**config.mk**
```make
export PLATFORM = sky130hd
export DESIGN_NAME = tsxb_ports_v2
export DESIGN_NICKNAME = d
export VERILOG_FILES = /design/src/rtl/tsxb_ports_v2.sv
export SDC_FILE = /design/constraint.sdc
export NUM_CORES = 1
export LEC_CHECK = 0
export ABC_AREA = 0
export BUFFER_PORTS_ARGS = -buffer_cell sky130_fd_sc_hd__buf_2
export CELL_PAD_IN_SITES_DETAIL_PLACEMENT = 2
export CELL_PAD_IN_SITES_GLOBAL_PLACEMENT = 2
export CORE_MARGIN = 4
export CORE_UTILIZATION = 35
export DETAILED_ROUTE_END_ITERATION = 8
export GPL_TIMING_DRIVEN = 0
export PLACE_DENSITY = 0.86
export SYNTH_ARGS = -nofsm -noshare
export SYNTH_HDL_FRONTEND = slang
export SYNTH_SLANG_ARGS = --single-unit
```
**constraint.sdc**
```tcl
create_clock -name clk -period 6.4 [get_ports clk]
set_clock_uncertainty 0.2 [all_clocks]
set_input_delay 0.96 -clock clk [delete_from_list [all_inputs] [get_ports clk]]
set_output_delay 0.96 -clock clk [all_outputs]
set_load 0.1 [all_outputs]
```
**src/rtl/tsxb_ports_v2.sv**
```systemverilog
// TSXB Z80 I/O port decoder: covox/SounDrive DAC staging with tick commit,
// plus a bank of R/W config registers behind the TSXB config port.
module tsxb_ports_v2 #(
    parameter int unsigned N_CH       = 4,
    parameter int unsigned N_REGS     = 8,
    parameter logic [7:0]  BASE_PORT  = 8'hAF,
    parameter logic [7:0]  COVOX_PORT = 8'hFB,
    parameter logic [7:0]  ID_VAL     = 8'hB2
) (
    input  logic                  clk,
    input  logic                  rst_n,
    input  logic [15:0]           addr,
    input  logic [7:0]            data_in,
    output logic [7:0]            data_out,
    input  logic                  rnw,
    output logic                  port_en,
    input  logic                  port_req,
    output logic                  port_stb,
    output logic                  covox_stb,
    output logic [N_CH-1:0]       sdrv_stb,
    input  logic                  dac_tick,
    output logic [8*N_CH-1:0]     dac_out,
    output logic                  dac_upd,
    output logic [8*N_REGS-1:0]   cfg_out
);

    localparam logic [7:0] IDX_STATUS = 8'h03;

    // SounDrive port for each channel
    function automatic logic [7:0] sd_port(input int unsigned ch);
        case (ch)
            0:       sd_port = 8'h0F;
            1:       sd_port = 8'h1F;
            2:       sd_port = 8'h4F;
            default: sd_port = 8'h5F;
        endcase
    endfunction

    // Config register index hit test for a register-index byte
    function automatic logic cfg_hit(input logic [7:0] idx);
        cfg_hit = idx[7] && ({1'b0, idx[6:0]} < 8'(N_REGS));
    endfunction

    logic                   r_req_d;
    logic                   r_port_stb;
    logic                   r_covox_stb;
    logic [N_CH-1:0]        r_sdrv_stb;
    logic [15:0]            r_cap_addr;
    logic [7:0]             r_cap_data;
    logic                   r_cap_rnw;
    logic [N_CH-1:0][7:0]   r_stg;
    logic [N_CH-1:0][7:0]   r_dac;
    logic [N_CH-1:0]        r_pend;
    logic                   r_ovr;
    logic                   r_dac_upd;
    logic [N_REGS-1:0][7:0] r_cfg;

    logic                   w_first;
    logic                   w_covox_en;
    logic                   w_tsxb_en;
    logic [N_CH-1:0]        w_sdrv_en;
    logic [N_CH-1:0]        w_cap_sdrv;
    logic                   w_wr;
    logic [N_CH-1:0]        w_ch_wr;
    logic [N_CH-1:0][7:0]   w_stg_nxt;
    logic                   w_ovr_set;
    logic                   w_ovr_clr;
    logic [3:0]             w_pend4;
    logic [7:0]             w_idx;
    logic [7:0]             w_cap_idx;

    assign w_first    = port_req & ~r_req_d;
    assign w_idx      = addr[15:8];
    assign w_cap_idx  = r_cap_addr[15:8];
    assign w_covox_en = (addr[7:0] == COVOX_PORT);
    assign w_tsxb_en  = (addr[7:0] == BASE_PORT);
    assign w_wr       = r_port_stb & ~r_cap_rnw;

    // Live and captured SounDrive decode, channel write enables, next staging
    always_comb begin
        w_sdrv_en  = '0;
        w_cap_sdrv = '0;
        w_ch_wr    = '0;
        w_stg_nxt  = r_stg;
        for (int unsigned i = 0; i < N_CH; i++) begin
            w_sdrv_en[i]  = (addr[7:0] == sd_port(i));
            w_cap_sdrv[i] = (r_cap_addr[7:0] == sd_port(i));
            w_ch_wr[i]    = w_wr & (w_cap_sdrv[i] | (r_cap_addr[7:0] == COVOX_PORT));
            if (w_ch_wr[i]) begin
                w_stg_nxt[i] = r_cap_data;
            end
        end
    end

    // Overrun set/clear terms; set takes priority in the register update
    assign w_ovr_set = ~dac_tick & (|(w_ch_wr & r_pend));
    assign w_ovr_clr = w_wr & (r_cap_addr[7:0] == BASE_PORT) &
                       (w_cap_idx == IDX_STATUS) & r_cap_data[7];

    // Pending mask padded to the 4-bit STATUS field
    always_comb begin
        w_pend4 = '0;
        for (int unsigned i = 0; i < N_CH; i++) begin
            w_pend4[i] = r_pend[i];
        end
    end

    // Read mux and port claim on the live address
    always_comb begin
        data_out = 8'hFF;
        case (w_idx)
            8'h00:   data_out = ID_VAL;
            8'h01:   data_out = 8'hAA;
            8'h02:   data_out = 8'h55;
            8'h03:   data_out = {r_ovr, 3'b000, w_pend4};
            default: begin
                for (int unsigned k = 0; k < N_REGS; k++) begin
                    if (cfg_hit(w_idx) && (w_idx[5:0] == 6'(k))) begin
                        data_out = r_cfg[k];
                    end
                end
            end
        endcase
        if (rnw) begin
            port_en = w_tsxb_en & ((w_idx <= IDX_STATUS) | cfg_hit(w_idx));
        end else begin
            port_en = w_covox_en | (|w_sdrv_en) | w_tsxb_en;
        end
    end

    // Request edge detect, capture and strobe generation
    always_ff @(posedge clk) begin
        if (!rst_n) begin
            r_req_d     <= 1'b0;
            r_port_stb  <= 1'b0;
            r_covox_stb <= 1'b0;
            r_sdrv_stb  <= '0;
            r_cap_addr  <= '0;
            r_cap_data  <= '0;
            r_cap_rnw   <= 1'b1;
        end else begin
            r_req_d     <= port_req;
            r_port_stb  <= w_first;
            r_covox_stb <= w_first & ~rnw & w_covox_en;
            r_sdrv_stb  <= (w_first & ~rnw) ? w_sdrv_en : '0;
            if (w_first) begin
                r_cap_addr <= addr;
                r_cap_data <= data_in;
                r_cap_rnw  <= rnw;
            end
        end
    end

    // DAC staging, pending mask, overrun and tick commit
    always_ff @(posedge clk) begin
        if (!rst_n) begin
            r_stg     <= {N_CH{8'h80}};
            r_dac     <= {N_CH{8'h80}};
            r_pend    <= '0;
            r_ovr     <= 1'b0;
            r_dac_upd <= 1'b0;
        end else begin
            r_stg     <= w_stg_nxt;
            r_dac_upd <= dac_tick;
            r_ovr     <= w_ovr_set | (r_ovr & ~w_ovr_clr);
            if (dac_tick) begin
                r_dac  <= w_stg_nxt;
                r_pend <= '0;
            end else begin
                r_pend <= r_pend | w_ch_wr;
            end
        end
    end

    // Config register writes
    always_ff @(posedge clk) begin
        if (!rst_n) begin
            r_cfg <= '0;
        end else begin
            for (int unsigned k = 0; k < N_REGS; k++) begin
                if (w_wr && (r_cap_addr[7:0] == BASE_PORT) && cfg_hit(w_cap_idx) &&
                    (w_cap_idx[5:0] == 6'(k))) begin
                    r_cfg[k] <= r_cap_data;
                end
            end
        end
    end

    assign port_stb  = r_port_stb;
    assign covox_stb = r_covox_stb;
    assign sdrv_stb  = r_sdrv_stb;
    assign dac_out   = r_dac;
    assign dac_upd   = r_dac_upd;
    assign cfg_out   = r_cfg;

endmodule

```
==> metrics, run 1 <==
status=finished, final reports clean; Seq cells post-synth=166; gate count of the mapped netlist=797; CTS sink count=166; share of synthesized area occupied by flip-flops and latches=47.2%; root buffer cell=sky130_fd_sc_hd__clkbuf_16; number of placed I/O pins=141; CP endpoint kind=primary output; maximum single-stage delay on the critical path=0.58 ns; via count=7065; maximum buffer depth of the clock tree=2; number of hold-slack violations in the final timing report=0; antenna violations before repair=0; Post-CTS Setup Repair Bufs=0; transition time at the pin with the least slew margin=0.960 ns; total number of nets in the final design=984; worst setup slack for register-to-register paths=3.75 ns; signal arrival time at the worst endpoint=3.57 ns; Slew headroom=35.7%; Synth Flop Type=sky130_fd_sc_hd__dfxtp_1; crit path time final=4.73 ns; Clock Latency Late Sink=0.44 ns; area overhead of the layout relative to synthesis=23.4%; ratio of routed vias to standard cells=5.73; all-layer global routing usage=26.2%; total clock buffers created by CTS=17; Netlist Area Pre-Place=0.00705 mm^2; top fanout value on the critical path=10; number of global-route vias before repair=7664; I/O Buffers=138; number of nets in the synthesized netlist=826; detailed-placement wirelength estimate=20400 um; mean cell area of the mapped netlist=8.84 um^2; core utilization of the finished layout=44.2%; # H-tree levels=4; CP dominant cell by count=sky130_fd_sc_hd__buf_2; VDD IR max=0.177 mV; post-route cell area=0.00869 mm^2; number of antenna cells inserted=0; ratio of final minimum period to clock period=73.9%; starting density of the core=35.9%; asr flop ratio synth=0%; Power Density=272 mW/mm^2; number of max-slew violations in the final report=0; Cell Rows=51; worst-path cell with the longest stage delay=sky130_fd_sc_hd__clkbuf_1; area after detailed placement=0.00808 mm^2; DRC violations left=0; Die Footprint=0.0225 mm^2; setup-violating endpoint count in the final report=0; number of max-cap violations=0; DR iter-0 viols=400; placed cell count=1201; post-route ant nets=0; required time of the worst setup path=5.24 ns; Final Power=2.36 mW; startpoint-to-endpoint class of the critical path=primary input to primary output; share of layout cells above drive strength 1=20.7%; Leak=3.57 nW; global-route wire length before repair=45200 um; Total Routed Length=29300 um; Post-synth EDFFs=0; count of hold-fix buffers inserted at cts=0; Chip Width=150 um; maximum number of pins on one net before global-route repair=19; path class of the lowest-slack min-delay path=flip-flop to flip-flop; final weighted congestion in routability-driven placement=0.843; Worst Setup Start Kind=primary input; wire length per cell after detailed routing=23.8 um; final sum of negative setup slack=0 ns; worst hold stages=2; yosys warns=0; Resized cells post-CTS=0; unrepaired setup endpoints after global routing=false; count of cell types in the netlist=60; remaining global-route overflow=0; Finished Layout Cells=1233; DIE HEIGHT=150 um; clock tree from TritonCTS=yes; core area=0.0197 mm^2; number of cells on the worst reg-to-reg path=6; number of search-and-repair iterations in the first detailed-routing pass=6; achievable frequency=0.211 GHz; list of cells traversed by the critical path=buf_2 > buf_2 > clkbuf_1 > clkbuf_1 > nand4_1 > o211a_1 > o221ai_1 > buf_2; post-CTS clock slew at the launch and capture registers of the worst setup and hold paths=0.07 ns
## cell type report
| type | instances | area [um^2] |
|---|---|---|
| Fill cell | 2239 | 11000 |
| Sequential cell | 166 | 3320 |
| Inverter | 13 | 48.8 |
| Timing Repair Buffer | 139 | 698 |
| Clock buffer | 17 | 425 |
| Tap cell | 265 | 332 |
| Multi-Input combinational cell | 548 | 3380 |
| Buffer | 70 | 305 |
| Clock inverter | 15 | 185 |
## per-stage QoR
step | setup WS [ns] | hold slack [ns]
3_3_place_gp | 1.52 | 0.243
2_1_floorplan | 1.25 | 0.233
5_1_grt | 1.56 | 0.293
6_report | 1.67 | 0.266
4_1_cts | 1.70 | 0.268
3_5_place_dp | 1.73 | 0.259
## cell usage in the layout, fill, tap and decap left out, types with 4 or more instances in the layout
cell and count:
sky130_fd_sc_hd__mux2i_1 63, sky130_fd_sc_hd__a2111oi_0 4, sky130_fd_sc_hd__a221oi_1 5, sky130_fd_sc_hd__nand3_1 14
sky130_fd_sc_hd__clkbuf_16 17, sky130_fd_sc_hd__nand4b_1 4, sky130_fd_sc_hd__nor3_1 4, sky130_fd_sc_hd__a211oi_1 4
sky130_fd_sc_hd__nor2_1 39, sky130_fd_sc_hd__nand2_1 112, sky130_fd_sc_hd__buf_6 5, sky130_fd_sc_hd__and4b_1 4
sky130_fd_sc_hd__clkinv_8 4, sky130_fd_sc_hd__and3_1 5, sky130_fd_sc_hd__nand4_1 36, sky130_fd_sc_hd__a31oi_1 9
sky130_fd_sc_hd__clkbuf_1 60, sky130_fd_sc_hd__a2111o_1 4, sky130_fd_sc_hd__dfxtp_1 166, sky130_fd_sc_hd__inv_1 12
sky130_fd_sc_hd__mux4_2 8, sky130_fd_sc_hd__o21ai_0 79, sky130_fd_sc_hd__a21oi_1 94, sky130_fd_sc_hd__buf_2 142
## Yosys cell counts (all sizes together), types with 2 or more instances
master | n | area [um^2]
a31oi | 9 | 56.3
nand3b | 2 | 15.0
nand2b | 3 | 18.8
a21o | 2 | 15.0
clkbuf | 60 | 225
and4 | 2 | 17.5
nand2 | 112 | 420
or3b | 2 | 17.5
a211o | 3 | 26.3
mux2i | 63 | 631
mux2 | 2 | 22.5
and3 | 5 | 31.3
nor3 | 8 | 66.3
a211oi | 4 | 30.0
mux4 | 8 | 180
nor3b | 4 | 35.0
o22ai | 2 | 12.5
a2111oi | 4 | 35.0
nor2b | 3 | 18.8
nand3 | 14 | 70.1
and2 | 3 | 18.8
inv | 12 | 45.0
a21oi | 94 | 470
nor2 | 39 | 146
a2111o | 4 | 45.0
or4b | 2 | 27.5
nand4 | 36 | 225
nand4b | 4 | 35.0
o211ai | 3 | 22.5
a221oi | 5 | 43.8
buf | 10 | 80.1
nor4 | 4 | 31.3
o21ai | 82 | 410
and4b | 4 | 40.0
dfxtp | 166 | 3320
## sequential cells by signal, indices dropped and copies added (netlist names)
signal and flops:
r_req_d 1, r_cap_data 8, sdrv_stb 4, r_ovr 1, r_cap_rnw 1, dac_out 32
port_stb 1, r_pend 4, dac_upd 1, cfg_out 64, r_cap_addr 16, r_stg 32
covox_stb 1
## where the power goes
| part | internal (mW) | switching [mW] | total, mW |
|---|---|---|---|
| clock network | 0.561 | 0.497 | 1.06 |
| registers | 1.05 | 0.0132 | 1.06 |
| logic | 0.0475 | 0.192 | 0.240 |
| total | 1.66 | 0.703 | 2.36 |
## final timing paths
check                                    from          end
worst max-delay path                  addr[8]  data_out[4]
worst min-delay path                 r_stg[7]     r_stg[7]
worst max register to register  r_cap_addr[2]  cfg_out[55]
worst min register to register       r_stg[7]     r_stg[7]
## layer usage
metal	track usage, %	share of wire (%)	up-vias
met5	0	0	-
met4	8.46	2.7	0
met2	45.1	49	262
met1	33.2	43	3560
li1	-	-	3186
met3	4.72	5.9	57
## logic make-up (layout without fill, tap and decap cells)
| kind of cell | Yosys count | after routing | share of synthesized area [%] |
|---|---|---|---|
| flops | 166 | 166 | 47.2 |
| buf+inv | 83 | 254 | 5.02 |
| simple gates | 250 | 250 | 17.8 |
| compound gates | 225 | 225 | 18.2 |
| mux | 73 | 73 | 11.8 |
## critical path, delay by kind of cell
family | cells | cell delay [ns]
buf+inv | 5 | 2.03
compound gates | 2 | 0.41
simple gates | 1 | 0.16
Note: power is estimated with default switching activity, not from simulation.
==> inputs of run 2 (changes only) <==
==> config.mk (replaced) <==
export PLATFORM = sky130hd
export DESIGN_NAME = tsxb_ports_v2
export DESIGN_NICKNAME = d
export VERILOG_FILES = /design/src/rtl/tsxb_ports_v2.sv
export SDC_FILE = /design/constraint.sdc
export NUM_CORES = 1
export LEC_CHECK = 0
export ABC_AREA = 1
export BUFFER_PORTS_ARGS = -buffer_cell sky130_fd_sc_hd__buf_2
export CELL_PAD_IN_SITES_DETAIL_PLACEMENT = 2
export CELL_PAD_IN_SITES_GLOBAL_PLACEMENT = 2
export CORE_MARGIN = 4
export CORE_UTILIZATION = 30
export DETAILED_ROUTE_END_ITERATION = 8
export GPL_TIMING_DRIVEN = 0
export PLACE_DENSITY = 0.81
export SYNTH_ARGS = -nofsm -noshare
export SYNTH_HDL_FRONTEND = slang
export SYNTH_SLANG_ARGS = --single-unit
==> constraint.sdc (replaced) <==
create_clock -name clk -period 4.64 [get_ports clk]
set_clock_uncertainty 0.2 [all_clocks]
set_input_delay 0.696 -clock clk [delete_from_list [all_inputs] [get_ports clk]]
set_output_delay 0.696 -clock clk [all_outputs]
set_load 0.1 [all_outputs]
==> metrics, run 2 <==
top-count cell post-synth=sky130_fd_sc_hd__nand2_1 (was sky130_fd_sc_hd__dfxtp_1); Worst path top cell family by delay=simple AND/OR/NAND/NOR gates (was buffers and inverters); Slew headroom=33.0% (was 35.7%); count of cell types in the netlist=31 (was 60); global-route wire length before repair=42500 um (was 45200 um); yosys warns=0 (unchanged); area fraction of the dominant cell type after synthesis=48.1% (was 47.2%); setup-violating endpoint count in the final report=0 (unchanged); most frequent standard cell in the layout excluding fill and tap cells=sky130_fd_sc_hd__nand2_1 (was sky130_fd_sc_hd__dfxtp_1); asr flop ratio synth=0% (unchanged); flip-flop count of the largest register, all copies and words added=64 (unchanged); CP dominant cell by count=sky130_fd_sc_hd__nand2_1 (was sky130_fd_sc_hd__buf_2); number of max-cap violations=0 (unchanged); number of nets in the synthesized netlist=994 (was 826); Cell Rows=55 (was 51); ratio of routed vias to standard cells=4.98 (was 5.73); unrepaired setup endpoints after global routing=false (unchanged); antenna violations before repair=0 (unchanged); CTS sink count=166 (unchanged); starting density of the core=30.5% (was 35.9%); Resized cells post-CTS=0 (unchanged); crit path time final=3.76 ns; required time of the worst setup path=3.74 ns (was 5.24 ns); final sum of negative setup slack=0 ns (unchanged); core area=0.0226 mm^2 (was 0.0197 mm^2); worst-path cell with the longest stage delay=sky130_fd_sc_hd__nor4_1 (was sky130_fd_sc_hd__clkbuf_1); Die Footprint=0.0255 mm^2 (was 0.0225 mm^2); ratio of final minimum period to clock period=81.1%; Leak=3.61 nW (was 3.57 nW); area overhead of the layout relative to synthesis=23.5% (was 23.4%); transition time at the pin with the least slew margin=0.997 ns (was 0.960 ns); Netlist Area Pre-Place=0.00692 mm^2 (was 0.00705 mm^2); DR iter-0 viols=342 (was 400); gate count of the mapped netlist=965 (was 797); maximum number of pins on one net before global-route repair=17 (was 19); maximum buffer depth of the clock tree=2 (unchanged); number of search-and-repair iterations in the first detailed-routing pass=4 (was 6); synth cell count leaders=sky130_fd_sc_hd__nand2_1, sky130_fd_sc_hd__dfxtp_1, sky130_fd_sc_hd__a21oi_1, sky130_fd_sc_hd__nor2_1, sky130_fd_sc_hd__inv_1 (was sky130_fd_sc_hd__dfxtp_1, sky130_fd_sc_hd__nand2_1, sky130_fd_sc_hd__a21oi_1, sky130_fd_sc_hd__o21ai_0, sky130_fd_sc_hd__mux2i_1); startpoint-to-endpoint class of the critical path=primary input to primary output (unchanged); number of hold-slack violations in the final timing report=0 (unchanged); CP endpoint kind=primary output (unchanged); share of layout cells above drive strength 1=18.8% (was 20.7%); root buffer cell=sky130_fd_sc_hd__clkbuf_16 (unchanged); crit path buf inv count=4 (was 5); number of antenna cells inserted=0 (unchanged); total number of nets in the final design=1151 (was 984); remaining global-route overflow=0 (unchanged); number of placed I/O pins=141 (unchanged); Synth Flop Type=sky130_fd_sc_hd__dfxtp_1 (unchanged); wire length per cell after detailed routing=18.8 um (was 23.8 um); area after detailed placement=0.00796 mm^2 (was 0.00808 mm^2); DRC violations left=0 (unchanged); detailed-placement wirelength estimate=19800 um (was 20400 um); Total Routed Length=26700 um (was 29300 um); number of global-route vias before repair=7689 (was 7664); maximum single-stage delay on the critical path=0.65 ns (was 0.58 ns); Worst Setup Start Kind=primary input (unchanged); mean cell area of the mapped netlist=7.17 um^2 (was 8.84 um^2); # H-tree levels=4 (unchanged); status=finished, final reports clean (unchanged); post-CTS clock slew at the launch and capture registers of the worst setup and hold paths=0.07 ns (about the same); VDD IR max=0.175 mV (was 0.177 mV); Post-synth EDFFs=0 (unchanged); I/O Buffers=138 (unchanged); post-route cell area=0.00854 mm^2 (was 0.00869 mm^2); commonest cells after routing, fill and taps aside=sky130_fd_sc_hd__nand2_1, sky130_fd_sc_hd__dfxtp_1, sky130_fd_sc_hd__buf_2, sky130_fd_sc_hd__a21oi_1, sky130_fd_sc_hd__nor2_1 (was sky130_fd_sc_hd__dfxtp_1, sky130_fd_sc_hd__buf_2, sky130_fd_sc_hd__nand2_1, sky130_fd_sc_hd__a21oi_1, sky130_fd_sc_hd__o21ai_0); Seq cells post-synth=166 (unchanged); leading post-synthesis cells by cell area=sky130_fd_sc_hd__dfxtp_1, sky130_fd_sc_hd__nand2_1, sky130_fd_sc_hd__a21oi_1, sky130_fd_sc_hd__o21ai_0, sky130_fd_sc_hd__nor2_1 (was sky130_fd_sc_hd__dfxtp_1, sky130_fd_sc_hd__mux2i_1, sky130_fd_sc_hd__a21oi_1, sky130_fd_sc_hd__nand2_1, sky130_fd_sc_hd__o21ai_0); path class of the lowest-slack min-delay path=flip-flop to flip-flop (unchanged); Power Density=361 mW/mm^2 (was 272 mW/mm^2); Clock Latency Late Sink=0.43 ns (was 0.44 ns); via count=7063 (was 7065); top fanout value on the critical path=10 (unchanged); post-route ant nets=0 (unchanged); achievable frequency=0.266 GHz; Post-CTS Setup Repair Bufs=0 (unchanged); final weighted congestion in routability-driven placement=0.836 (was 0.843); number of max-slew violations in the final report=0 (unchanged); count of hold-fix buffers inserted at cts=0 (unchanged); share of synthesized area occupied by flip-flops and latches=48.1% (was 47.2%); list of cells traversed by the critical path=buf_2 > buf_2 > nor2_1 > inv_1 > nor4_1 > nand2_1 > nand2_1 > nand2_1 > nand2_1 > buf_2 (was buf_2 > buf_2 > clkbuf_1 > clkbuf_1 > nand4_1 > o211a_1 > o221ai_1 > buf_2); cell taking the most area after synthesis=sky130_fd_sc_hd__dfxtp_1 (unchanged); total clock buffers created by CTS=17 (unchanged); DIE HEIGHT=160 um (was 150 um); Chip Width=160 um (was 150 um); all-layer global routing usage=20.9% (was 26.2%); signal arrival time at the worst endpoint=2.87 ns (was 3.57 ns); clock tree from TritonCTS=yes (unchanged); core utilization of the finished layout=37.7% (was 44.2%)
==> run 2: changes by cell type in the layout (fill, tap and decap cells not counted), sizes merged, moves of 13 or more <==
cell    before  now
a21oi       94  109
mux2i       63    0
nand4       36   23
nand2      112  271
nand3       14   28
inv         18   91
nand3b       2   16
clkbuf      77   45
nor2        39   91
==> run 2: routing by layer <==
layer	GRT usage, %	part of all wire [%]	vias to the layer above
met4	7.35	2.7	0
met1	25.5	44	3421
met3	3.51	4.1	40
met5	0	0	-
li1	-	-	3435
met2	37.3	49	167
==> run 2: area by class of cell <==
class                   instances  area (um^2)
inverters                      99          380
clock buffers                  20          457
flip-flops and latches        166         3320
fillers                      2729        14100
well taps                     285          357
repair buffers                138          691
clock inverters                11          124
plain buffers                  44          201
multi-input cells             656         3010
==> run 2: cells by family (layout without fill, tap and decap cells) <==
| family | after synthesis | count (layout) | synth area share (%) |
|---|---|---|---|
| flops | 166 | 166 | 48.1 |
| simple gates | 459 | 459 | 28.7 |
| compound gates | 197 | 197 | 14.9 |
| buf+inv | 143 | 312 | 8.41 |
==> run 2: worst paths after layout <==
kind	startpoint	end	cells after the start	slack [ns]
setup / recovery	addr[8]	data_out[1]	10	0.88
hold / removal	dac_out[22]	dac_out[22]	2	0.25
hold reg to reg	dac_out[22]	dac_out[22]	2	0.25
setup reg to reg	r_cap_addr[1]	dac_out[9]	8	2.30
==> run 2: worst min-delay path, stage by stage, from the launching register on <==
cell                      delay, ns
sky130_fd_sc_hd__dfxtp_1       0.31
sky130_fd_sc_hd__nand2_1       0.06
sky130_fd_sc_hd__nand2_1       0.04
==> run 2: power breakdown <==
group          total, mW  switching, mW  internal [mW]
Sequential          1.45         0.0109           1.44
Clock               1.42          0.602          0.820
Combinational      0.207          0.165         0.0421
Total               3.08          0.778           2.30
==> run 2: metrics by stage <==
step           worst slack [ns]  cells  total power, mW  hold slack [ns]
2_1_floorplan            0.0774    965             1.60            0.204
3_3_place_gp              0.873   1388             1.69            0.235
3_5_place_dp              0.864   1388             1.69            0.243
4_1_cts                   0.822   1419             3.11            0.259
5_1_grt                   0.541   1419             3.20            0.286
6_report                  0.878   1419             3.08            0.251
==> inputs of run 3 (changes only) <==
==> constraint.sdc (replaced) <==
create_clock -name clk -period 3.7 [get_ports clk]
set_clock_uncertainty 0.2 [all_clocks]
set_input_delay 0.555 -clock clk [delete_from_list [all_inputs] [get_ports clk]]
set_output_delay 0.555 -clock clk [all_outputs]
set_load 0.1 [all_outputs]
==> metrics, run 3 (synthesis results as in run 2) <==
detailed-placement wirelength estimate=20500 um (was 19800 um); total clock buffers created by CTS=17 (unchanged); share of total power in combinational logic=6.7% (about the same); Final Power=3.92 mW (was 3.08 mW); signal arrival time at the worst endpoint=2.75 ns (was 2.87 ns); required time of the worst setup path=2.94 ns (was 3.74 ns); # H-tree levels=4 (unchanged); final sum of negative setup slack=0 ns (unchanged); VDD IR max=0.227 mV (was 0.175 mV); fraction of power spent switching nets=26.6% (was 25.2%); ratio of final minimum period to clock period=94.6%; starting density of the core=30.5% (unchanged); setup-violating endpoint count in the final report=0 (unchanged); Chip Width=160 um (unchanged); crit path time final=3.50 ns; hold slack final=0.140 ns (was 0.251 ns); ratio of routed vias to standard cells=4.99 (was 4.98); number of search-and-repair iterations in the first detailed-routing pass=4 (unchanged); number of placed I/O pins=141 (unchanged); CP endpoint kind=primary output (unchanged); all-layer global routing usage=21.7% (was 20.9%); clock tree from TritonCTS=yes (unchanged); number of max-cap violations=0 (unchanged); root buffer cell=sky130_fd_sc_hd__clkbuf_16 (unchanged); Finished Layout Cells=1420 (was 1419); most frequent standard cell in the layout excluding fill and tap cells=sky130_fd_sc_hd__nand2_1 (unchanged); internal power=2.88 mW (was 2.30 mW); number of global-route vias before repair=7624 (was 7689); achievable frequency=0.286 GHz; share of total power in the clock network=46.8% (was 46.1%); maximum buffer depth of the clock tree=2 (unchanged); Power Density=457 mW/mm^2 (was 361 mW/mm^2); I/O Buffers=138 (unchanged); DR iter-0 viols=340 (was 342); DRC violations left=0 (unchanged); Slew headroom=41.4% (was 33.0%); total number of nets in the final design=1151 (unchanged); startpoint-to-endpoint class of the critical path=primary input to primary output (unchanged); via count=7089 (was 7063); area overhead of the layout relative to synthesis=24.0% (was 23.5%); final weighted congestion in routability-driven placement=0.831 (was 0.836); core utilization of the finished layout=37.9% (was 37.7%); transition time at the pin with the least slew margin=0.873 ns (was 0.997 ns); number of hold-slack violations in the final timing report=0 (unchanged); core area=0.0226 mm^2 (unchanged); flip-flop count of the largest register, all copies and words added=64 (unchanged); filler cell count=2696 (was 2729); path class of the lowest-slack min-delay path=primary input to flip-flop (was flip-flop to flip-flop); Clock Latency Late Sink=0.43 ns (about the same); CTS sink count=166 (unchanged); maximum number of pins on one net before global-route repair=17 (unchanged); post-CTS clock slew at the launch and capture registers of the worst setup and hold paths=0.07 ns (about the same); Post-CTS Setup Repair Bufs=0 (unchanged); number of antenna cells inserted=0 (unchanged); global-route wire length before repair=43700 um (was 42500 um); DIE HEIGHT=160 um (unchanged); placed cell count=1388 (unchanged); Die Footprint=0.0255 mm^2 (unchanged); unrepaired setup endpoints after global routing=false (unchanged); P_sw=1.04 mW (was 778 uW); Leak=3.63 nW (was 3.61 nW); top fanout value on the critical path=9 (was 10); Worst Setup Start Kind=primary input (unchanged); remaining global-route overflow=0 (unchanged); Total Routed Length=27800 um (was 26700 um); share of layout cells above drive strength 1=19.3% (was 18.8%); post-route ant nets=0 (unchanged); number of max-slew violations in the final report=0 (unchanged); status=finished, final reports clean (unchanged); Cell Rows=55 (unchanged); wire length per cell after detailed routing=19.6 um (was 18.8 um); commonest cells after routing, fill and taps aside=sky130_fd_sc_hd__nand2_1, sky130_fd_sc_hd__dfxtp_1, sky130_fd_sc_hd__buf_2, sky130_fd_sc_hd__a21oi_1, sky130_fd_sc_hd__nor2_1 (unchanged); antenna violations before repair=0 (unchanged); power share of the sequential group=46.5% (was 47.1%)
## run 3: changes by cell type in the layout (fill, tap and decap cells not counted), sizes merged
cell      before  now
inv           91   97
clkbuf        45   42
clkinvlp       3    1
## run 3: layer usage
layer	GRT usage [%]	vias up	share of wire, %
met4	5.71	0	1.6
met3	3.85	23	4.1
li1	-	3437	-
met1	26.2	3482	43
met5	0	-	0
met2	39.7	147	51
## run 3: critical path: stages
cell and delay [ns]:
sky130_fd_sc_hd__buf_2 0.11, sky130_fd_sc_hd__inv_1 0.18, sky130_fd_sc_hd__nand2_1 0.19, sky130_fd_sc_hd__nor2_1 0.66
sky130_fd_sc_hd__o21ai_0 0.30, sky130_fd_sc_hd__inv_1 0.15, sky130_fd_sc_hd__a21oi_1 0.07, sky130_fd_sc_hd__nand2_1 0.10
sky130_fd_sc_hd__buf_2 0.42
## run 3: what timing repair did
item                       4_1_cts  5_1_grt
resized for setup                0        4
setup endpoints to repair        0        7
hold buffers                     0        0
## run 3: per-stage QoR
stage | cell area, um^2 | setup slack, ns
2_1_floorplan | 6920 | 0.285
3_3_place_gp | 7970 | 0.178
3_5_place_dp | 7970 | 0.187
4_1_cts | 8560 | 0.129
5_1_grt | 8570 | 0.0476
6_report | 8570 | 0.199
## run 3: path summary, 6_finish.rpt
| check | startpoint | end | slack, ns | depth (start not counted) |
|---|---|---|---|---|
| max | addr[11] | data_out[7] | 0.20 | 9 |
| min | port_req | r_req_d | 0.14 | 3 |
| max reg2reg | r_cap_addr[0] | dac_out[8] | 1.39 | 8 |
| min reg2reg | r_req_d | port_stb | 0.26 | 1 |
## run 3: final cells by class
type / instances / area, um^2 / share of cell area [%]
Multi-Input combinational cell: 656 / 3030 / 35.3
Clock buffer: 17 / 425 / 4.96
Clock inverter: 15 / 166 / 1.94
Buffer: 44 / 203 / 2.36
Tap cell: 285 / 357 / 4.16
Sequential cell: 166 / 3320 / 38.8
Inverter: 99 / 380 / 4.44
Timing Repair Buffer: 138 / 691 / 8.06
## run 3: power by group through the flow
| stage | clock (mW) | sequential [mW] | combinational, mW |
|---|---|---|---|
| after floorplan | 0 | 1.87 | 0.145 |
| after global placement | 0 | 1.86 | 0.257 |
| after detailed placement | 0 | 1.86 | 0.262 |
| after CTS | 1.88 | 1.82 | 0.266 |
| after global routing | 1.96 | 1.82 | 0.288 |
| final | 1.83 | 1.82 | 0.264 |
